===== src/rtl/vram_scanout_arbiter.sv =====
// vram_scanout_arbiter: line-buffered 1bpp scanout with prefetch-priority CPU access to single-port VRAM
module vram_scanout_arbiter #(
  parameter int WORDS_PER_LINE = 50,
  parameter int LAST_ACTIVE_LINE = 599,
  parameter int LAST_LINE = 665,
  parameter int FETCH_STA = 800
) (
  input  logic        clk_pix,
  input  logic        rst_pix_n,
  input  logic [10:0] sx,
  input  logic [9:0]  sy,
  input  logic        cpu_req,
  input  logic        cpu_we,
  input  logic [14:0] cpu_addr,
  input  logic [15:0] cpu_wdata,
  output logic        cpu_ack,
  output logic [15:0] cpu_rdata,
  output logic [14:0] mem_addr,
  output logic        mem_we,
  output logic [15:0] mem_wdata,
  input  logic [15:0] mem_rdata,
  output logic        pix,
  output logic        fetch_busy
);
  localparam int IW = $clog2(WORDS_PER_LINE);
  localparam int CW = $clog2(WORDS_PER_LINE + 1);
  typedef enum logic [1:0] {IDLE, FETCH, DRAIN} state_t;
  state_t state;
  logic [CW-1:0] idx;
  logic [IW-1:0] widx;
  logic [14:0] fcnt, faddr;
  logic [15:0] linebuf [WORDS_PER_LINE];
  logic [15:0] rdata_q;
  logic next_act, start, fetching, accept, ack, tag;
  always_comb begin
    next_act = (sy < 10'(LAST_ACTIVE_LINE)) || (sy == 10'(LAST_LINE));
    start = rst_pix_n && state == IDLE && sx == 11'(FETCH_STA) && next_act;
    fetching = start || state == FETCH;
    accept = rst_pix_n && state == IDLE && !start && cpu_req && !ack;
    faddr = (start && sy == 10'(LAST_LINE)) ? 15'd0 : fcnt;
    mem_addr = fetching ? faddr : accept ? cpu_addr : 15'd0;
    mem_we = accept && cpu_we;
    mem_wdata = accept ? cpu_wdata : 16'd0;
    fetch_busy = start || state != IDLE;
    cpu_ack = ack;
    cpu_rdata = (ack && tag) ? mem_rdata : rdata_q;
    widx = IW'(idx - 1'b1);
  end
  always_ff @(posedge clk_pix or negedge rst_pix_n) begin
    if (!rst_pix_n) begin
      state <= IDLE;
      idx <= '0;
      fcnt <= '0;
      ack <= 1'b0;
      tag <= 1'b0;
      rdata_q <= '0;
      pix <= 1'b0;
    end else begin
      ack <= accept;
      tag <= accept && !cpu_we;
      rdata_q <= cpu_rdata;
      pix <= (sx <= 11'd799 && sy <= 10'(LAST_ACTIVE_LINE)) ? linebuf[sx[IW+3:4]][~sx[3:0]] : 1'b0;
      if (fetching) fcnt <= faddr + 15'd1;
      if (start) begin
        state <= FETCH;
        idx <= CW'(1);
      end else if (state == FETCH) begin
        if (idx == CW'(WORDS_PER_LINE - 1)) state <= DRAIN;
        idx <= idx + 1'b1;
      end else if (state == DRAIN) begin
        state <= IDLE;
        idx <= '0;
      end
    end
  end
  // read data lags the fetch address by one cycle, so the write lands in linebuf[idx-1]
  always_ff @(posedge clk_pix)
    if (state == FETCH || state == DRAIN) linebuf[widx] <= mem_rdata;
endmodule


===== config.mk =====
export PLATFORM = sky130hd
export DESIGN_NAME = vram_scanout_arbiter
export DESIGN_NICKNAME = d
export VERILOG_FILES = /design/src/rtl/vram_scanout_arbiter.sv
export SDC_FILE = /design/constraint.sdc
export NUM_CORES = 1
export LEC_CHECK = 0
export BUFFER_PORTS_ARGS = -buffer_cell sky130_fd_sc_hd__buf_4
export CORE_ASPECT_RATIO = 1.5
export CORE_MARGIN = 2
export CORE_UTILIZATION = 30
export CTS_BUF_LIST = sky130_fd_sc_hd__clkbuf_4
export CTS_CLUSTER_DIAMETER = 50
export CTS_CLUSTER_SIZE = 10
export DETAILED_ROUTE_END_ITERATION = 10
export GPL_TIMING_DRIVEN = 0
export SLEW_MARGIN = 20
export SYNTH_ARGS = -nofsm -noshare
export SYNTH_HDL_FRONTEND = slang
export SYNTH_SLANG_ARGS = --single-unit

===== constraint.sdc =====
create_clock -name clk_pix -period 9.75 [get_ports clk_pix]
set_clock_uncertainty 0.1 [all_clocks]
set_input_delay 0.975 -clock clk_pix [delete_from_list [all_inputs] [get_ports clk_pix]]
set_output_delay 0.975 -clock clk_pix [all_outputs]
set_load 0.02 [all_outputs]

* Yosys cells after proc, flatten, opt, wreduce, memory -nomap -nowiden
Memories as Yosys holds them, arrays and structs flattened.
Cells that the tools add are included.
** Operators by class
- $add $sub $neg :: 3
- Magnitude comparators :: 4
- Equal/unequal tests :: 6
- Muxes and demuxes :: 17
- Bitwise gates (word level) :: 1
- Reductions and logical operators :: 22
** Operator list (number)
- $mux W15 :: 3
- $mux W16 :: 2
- $mux W6 :: 3
- $add A15 B1 Y15 const B :: 1
- $eq A11 B10 Y1 const B :: 1
- $le A11 B10 Y1 const B :: 1
- $logic_and A1 B1 Y1 :: 11
- $eq A10 B10 Y1 const B :: 1
- $le A10 B10 Y1 const B :: 1
- $lt A10 B10 Y1 const B :: 1
- $mux W2 :: 4
- $add A6 B1 Y6 const B :: 1
- $eq A6 B6 Y1 const B :: 1
- $sub A6 B1 Y6 const B :: 1
- $lt A4 B5 Y1 const B :: 1
- $bmux W1 S4 :: 1
- $logic_or A1 B1 Y1 :: 4
- $mux W1 :: 4
- $not A4 Y4 :: 1
- $logic_not A1 Y1 :: 3
- $ne A3 B2 Y1 const B :: 1
- $reduce_bool A3 Y1 :: 1
- $eq A2 B1 Y1 const B :: 1
- $eq A2 B2 Y1 const B :: 1
- other kinds (3) :: 3
** Word-level totals
- Bits in registers :: 42
- RAM bits :: 800
- Input port bits :: 72
- Logic and storage cells :: 61
- Memories kept :: 1
** Memory list
- linebuf :: depth 50, width 16, read ports 1, clocked after Yosys merged registers in 0, write ports 1, line 32 : logic [15:0] linebuf [WORDS_PER_LINE];

* Logic depth before layout (Yosys ltp)
- Depth after elaboration :: 10
- Gate-level depth with buffers :: 13
- Gate-level depth less buffers :: 13

* Least setup slack after synthesis
Ideal clock, no wire load.
- Path type :: input to output
- Start :: input port sx[7]
- End :: output port mem_addr[4]
- Data arrival time :: 3004 ps
- Data required time :: 8675 ps
- Slack :: 5671 ps
- Stages on the path :: 8
- Buffers on the path :: 3
- Cell sequence :: buf_6 -> or3b_1 -> buf_6 -> nor4_4 -> o21a_1 -> nor2_1 -> clkbuf_1 -> o31ai_1
** On the way
- Longest elaborated chain between the ends :: 9
- Elaborated cells on any way between the ends :: 12
** RTL lines
- start: declaration :: line 10 : input logic [10:0] sx,
- $eq A11 B10 Y1 (*) :: line 37 : start = rst_pix_n && state == IDLE && sx == 11'(FETCH_STA) && next_act;
- $logic_and A1 B1 Y1 (*) (2 in series) :: line 37
- $logic_not A1 Y1 :: line 39 : accept = rst_pix_n && state == IDLE && !start && cpu_req && !ack;
- $logic_and A1 B1 Y1 (3 in series) :: line 39
- $mux W15 :: line 41 : mem_addr = fetching ? faddr : accept ? cpu_addr : 15'd0;
- $mux W15 (*) :: line 41
- end: declaration :: line 18 : output logic [14:0] mem_addr,
Mark *: on every way between the ends. The rest lies on a longest branch, timed or not.

* Final worst setup path
- Start :: input port rst_pix_n
- End :: output port mem_addr[0]
** On the way
- Longest elaborated chain between the ends :: 9
- Elaborated cells on any way between the ends :: 12
** RTL lines
- start: declaration :: line 9 : input logic rst_pix_n,
- $logic_and A1 B1 Y1 (*) :: line 37, 39
- $logic_and A1 B1 Y1 (2 in series) :: line 37
- $logic_not A1 Y1 :: line 39
- $logic_and A1 B1 Y1 (3 in series) :: line 39
- $mux W15 :: line 41
- $mux W15 (*) :: line 41
Marked as above.

==> results.sh <==
export IMPL_run_status="finished, final reports clean"
export IMPL_routed_wl_mm=112
export IMPL_yosys_area_top_type="edfxtp_1"
export IMPL_wl_per_cell_um=31.7
export IMPL_fp_row_count=151
export IMPL_die_h_um=416
export IMPL_synth_edf_count=800
export IMPL_grt_total_usage_pct=19.2
export IMPL_syn_area_per_cell_sq_um=19.1
export IMPL_switching_share_pct=23.8
export IMPL_fmax_mhz=196
export IMPL_synth_xor_area_share_pct=0.310
export IMPL_grt_ovfl_total=0
export IMPL_critical_path_required_ns=8.68
export IMPL_min_to="pix$_DFF_PN0_"
export IMPL_finalHoldViolCount=0
export IMPL_clkLatencyLatePin_ns=1.03
export IMPL_grt_pass1_vias=19700
export IMPL_drc=0
export IMPL_p_int_uw=4690
export IMPL_synthCells=1778
export IMPL_rsz0062_at_grt="no"
export IMPL_synth_flop_cell="edfxtp_1"
export IMPL_grt_max_degree=52
export IMPL_yosysSeqAreaShare_pct=73.9
export IMPL_synthAdderAreaFrac_pct=0.258
export IMPL_post_route_period_util_pct=52.4
export IMPL_htreeDepth=3
export IMPL_top_layer="met5"
export IMPL_dr_pass1_iters=7
export IMPL_synth_area_leaders="edfxtp_1 (71%), mux4_2 (11%), dfrtp_1 (3.1%)"
export IMPL_r2r_end="linebuf[8][13]$_DFFE_PP_"
export IMPL_p_sw_uw=1460
export IMPL_whs_ns=0.226
export IMPL_setup_viol=0
export IMPL_ctsRootBufferMaster="clkbuf_4"
export IMPL_core_area_sq_mm=0.113
export IMPL_synth_mux_area_share_pct=14.9
export IMPL_hold_depth=3
export IMPL_synth_top_family_by_area="multiplexers"
export IMPL_design_area_sq_mm=0.0383
export IMPL_async_flop_share_pct=4.99
export IMPL_crit_arrival_ns=4.03
export IMPL_dr_wl_met2_mm=56.8
export IMPL_syn_to_final_growth_pct=13.1
export IMPL_nNetsFinal=2115
export IMPL_hold_class="in -> reg"
export IMPL_ys_ff_latch=842
export IMPL_yosys_warnings=0
export IMPL_grt_pass1_wl_mm=154
export IMPL_synth_compound_area_share_pct=3.84
export IMPL_syn_cell_area_sq_mm=0.0339
export IMPL_p_per_area_mw_per_mm2=160
export IMPL_clk_path_buf_depth=3
export IMPL_layout_common_cells="edfxtp_1 (800), mux4_2 (169), buf_4 (132)"
export IMPL_die_w_um=279
export IMPL_p_leak_uw=0.0123
export IMPL_seqPwrFrac_pct=64.3
export IMPL_max_vdd_ir_drop_v=0.0000691
export IMPL_post_cts_buffers=0
export IMPL_io_pins=123
export IMPL_clk_pin_slew_worst_paths_ns=0.10
export IMPL_place_congestion=0.952
export IMPL_dr_first_iter_drc_count=2229
export IMPL_synth_fp_nets=1857
export IMPL_maxSlewHeadroom_pct=21.0
export IMPL_rr_worst_depth=8
export IMPL_tightestPinTransition_ns=1.18
export IMPL_pwr_share_comb_pct=7.3
export IMPL_initial_core_util_pct=30.1
export IMPL_endpoint_kind="output pin"
export IMPL_fin_tns_setup_ns=0
export IMPL_synth_simple_area_share_pct=4.87
export IMPL_dpl_hpwl_mm=76.6
export IMPL_placedInstanceArea_sq_mm=0.0373
export IMPL_maxCapViolations=0
export IMPL_slew_viol_final=0
export IMPL_critPathLaunchType="primary input"
export IMPL_r2r_start="idx[0]$_DFFE_PN0P_"
export IMPL_clockPowerShare_pct=28.4
export IMPL_cts_tree="built"
export IMPL_hold_path_startpoint="sx[3]"
export IMPL_final_common_cell="edfxtp_1"
export IMPL_met1_length_mm=40.4
export IMPL_finalCriticalPeriod_ns=5.10
export IMPL_synth_distinct_cells=76
export IMPL_portBuffers=118
export IMPL_viasPerCell=5.42
export IMPL_drive_gt1_share_pct=30.3
export IMPL_detail_route_antenna_nets=0
export IMPL_cp_max_fo=44
export IMPL_synth_top_area_share_pct=70.8
export IMPL_cts_num_sinks=842
export IMPL_critical_path_class="in -> out"
export IMPL_die_area_sq_mm=0.116
export IMPL_reg2reg_slack_ns=5.67
export IMPL_met3_length_mm=8.11
export IMPL_antenna_found_initial=9
export IMPL_vias=19100
export IMPL_cts_buffers=95
[cells in the mapped netlist, types with 4 or more instances]
library cell,number
a32oi_1,4
o2bb2ai_1,5
nor4_1,7
mux4_2,169
nor2_1,97
a41oi_1,4
a21oi_1,30
a22o_1,4
ha_1,7
or3_1,6
buf_1,4
edfxtp_1,800
and2_1,9
mux2i_1,75
buf_2,23
nand2_1,89
o21ai_0,28
buf_4,14
a22oi_1,10
dfrtp_1,42
a211oi_1,11
nand2b_1,9
xnor2_1,6
mux2_2,40
nor2b_1,17
clkbuf_1,38
o22ai_1,20
a21o_1,4
nand3_1,42
and3_1,23
nand4_1,5
o221ai_1,8
buf_6,20
a2111oi_0,4
xor2_1,6
a211o_1,4
a221oi_1,13
inv_1,9
a31oi_1,5
nor3_1,8
[power groups by stage]
stage | clock network [uW] | registers (uW) | logic [uW]
2_1_floorplan | 0 | 4040 | 195
3_3_place_gp | 0 | 4040 | 439
3_5_place_dp | 0 | 4040 | 445
4_1_cts | 1790 | 3960 | 446
5_1_grt | 1900 | 3960 | 457
6_report | 1750 | 3960 | 447
[metrics by stage]
stage | utilization, % | total power [uW] | cells | worst slack (ns)
after floorplan | - | 4230 | 1778 | 5.67
after global placement | 32.5 | 4480 | 3349 | 4.34
after detailed placement | 33.1 | 4480 | 3390 | 4.39
after CTS | 34.0 | 6190 | 3527 | 4.62
after global routing | 34.0 | 6320 | 3530 | 4.41
final | 34.0 | 6150 | 3531 | 4.65
[cell type report]
type | count | area [sq um]
Fill cell | 10600 | 74300
Sequential cell | 842 | 25100
Multi-Input combinational cell | 826 | 8370
Tap cell | 1453 | 1820
Timing Repair Buffer | 161 | 1420
Clock buffer | 127 | 953
Buffer | 99 | 608
Inverter | 11 | 41.3
Clock inverter | 8 | 40.0
Antenna cell | 4 | 10.0
[cell families (layout without fill, tap and decap cells)]
kind of cell,Yosys count,count (layout)
other,0,4
buffers and inverters,110,406
xor gates and xnor gates,12,12
and+or+nand+nor,337,337
adders and majority gates,7,7
muxes,287,287
AOI/OAI and AO/OA,183,183
DFF,842,842
[flip-flops by register name, summed over array words and instances (netlist names)]
signal and count:
cpu_ack 1, fcnt 15, idx 6, linebuf 800, pix 1, rdata_q 16
state 2, tag 1
[how the worst max path moves through the flow]
stage / startpoint / to / slack, ns / depth (start not counted)
global placement: sx[6] / pix$_DFF_PN0_ / 4.34 / 10
CTS: rst_pix_n / mem_addr[0] / 4.62 / 10
global route: rst_pix_n / mem_addr[0] / 4.41 / 10
floorplan: sx[7] / mem_addr[4] / 5.67 / 8
finish: rst_pix_n / mem_addr[0] / 4.65 / 10
detailed placement: sx[5] / pix$_DFF_PN0_ / 4.39 / 12
[per-layer routing]
layer  vias to the layer above  track usage [%]
met3                       215             3.53
met5                         -                0
met4                         6             10.6
li1                       7808                -
met1                     10100             22.3
met2                      1026             33.4
[critical path, cell delays in order]
cell and delay, ns:
dlygate4sd3_1 0.52, buf_4 0.52, nand4_1 0.25, nor4_4 0.50, o21a_1 0.32, nor2_1 0.08, clkbuf_1 0.25, nor2_1 0.26
a32o_1 0.18, buf_4 0.14
[what timing repair did]
| action | CTS | global route |
|---|---|---|
| resized for setup | 0 | 0 |
| hold buffers | 2 | 0 |
| hold endpoints to repair | 43 | 0 |
(Power assumes the default switching activity.)
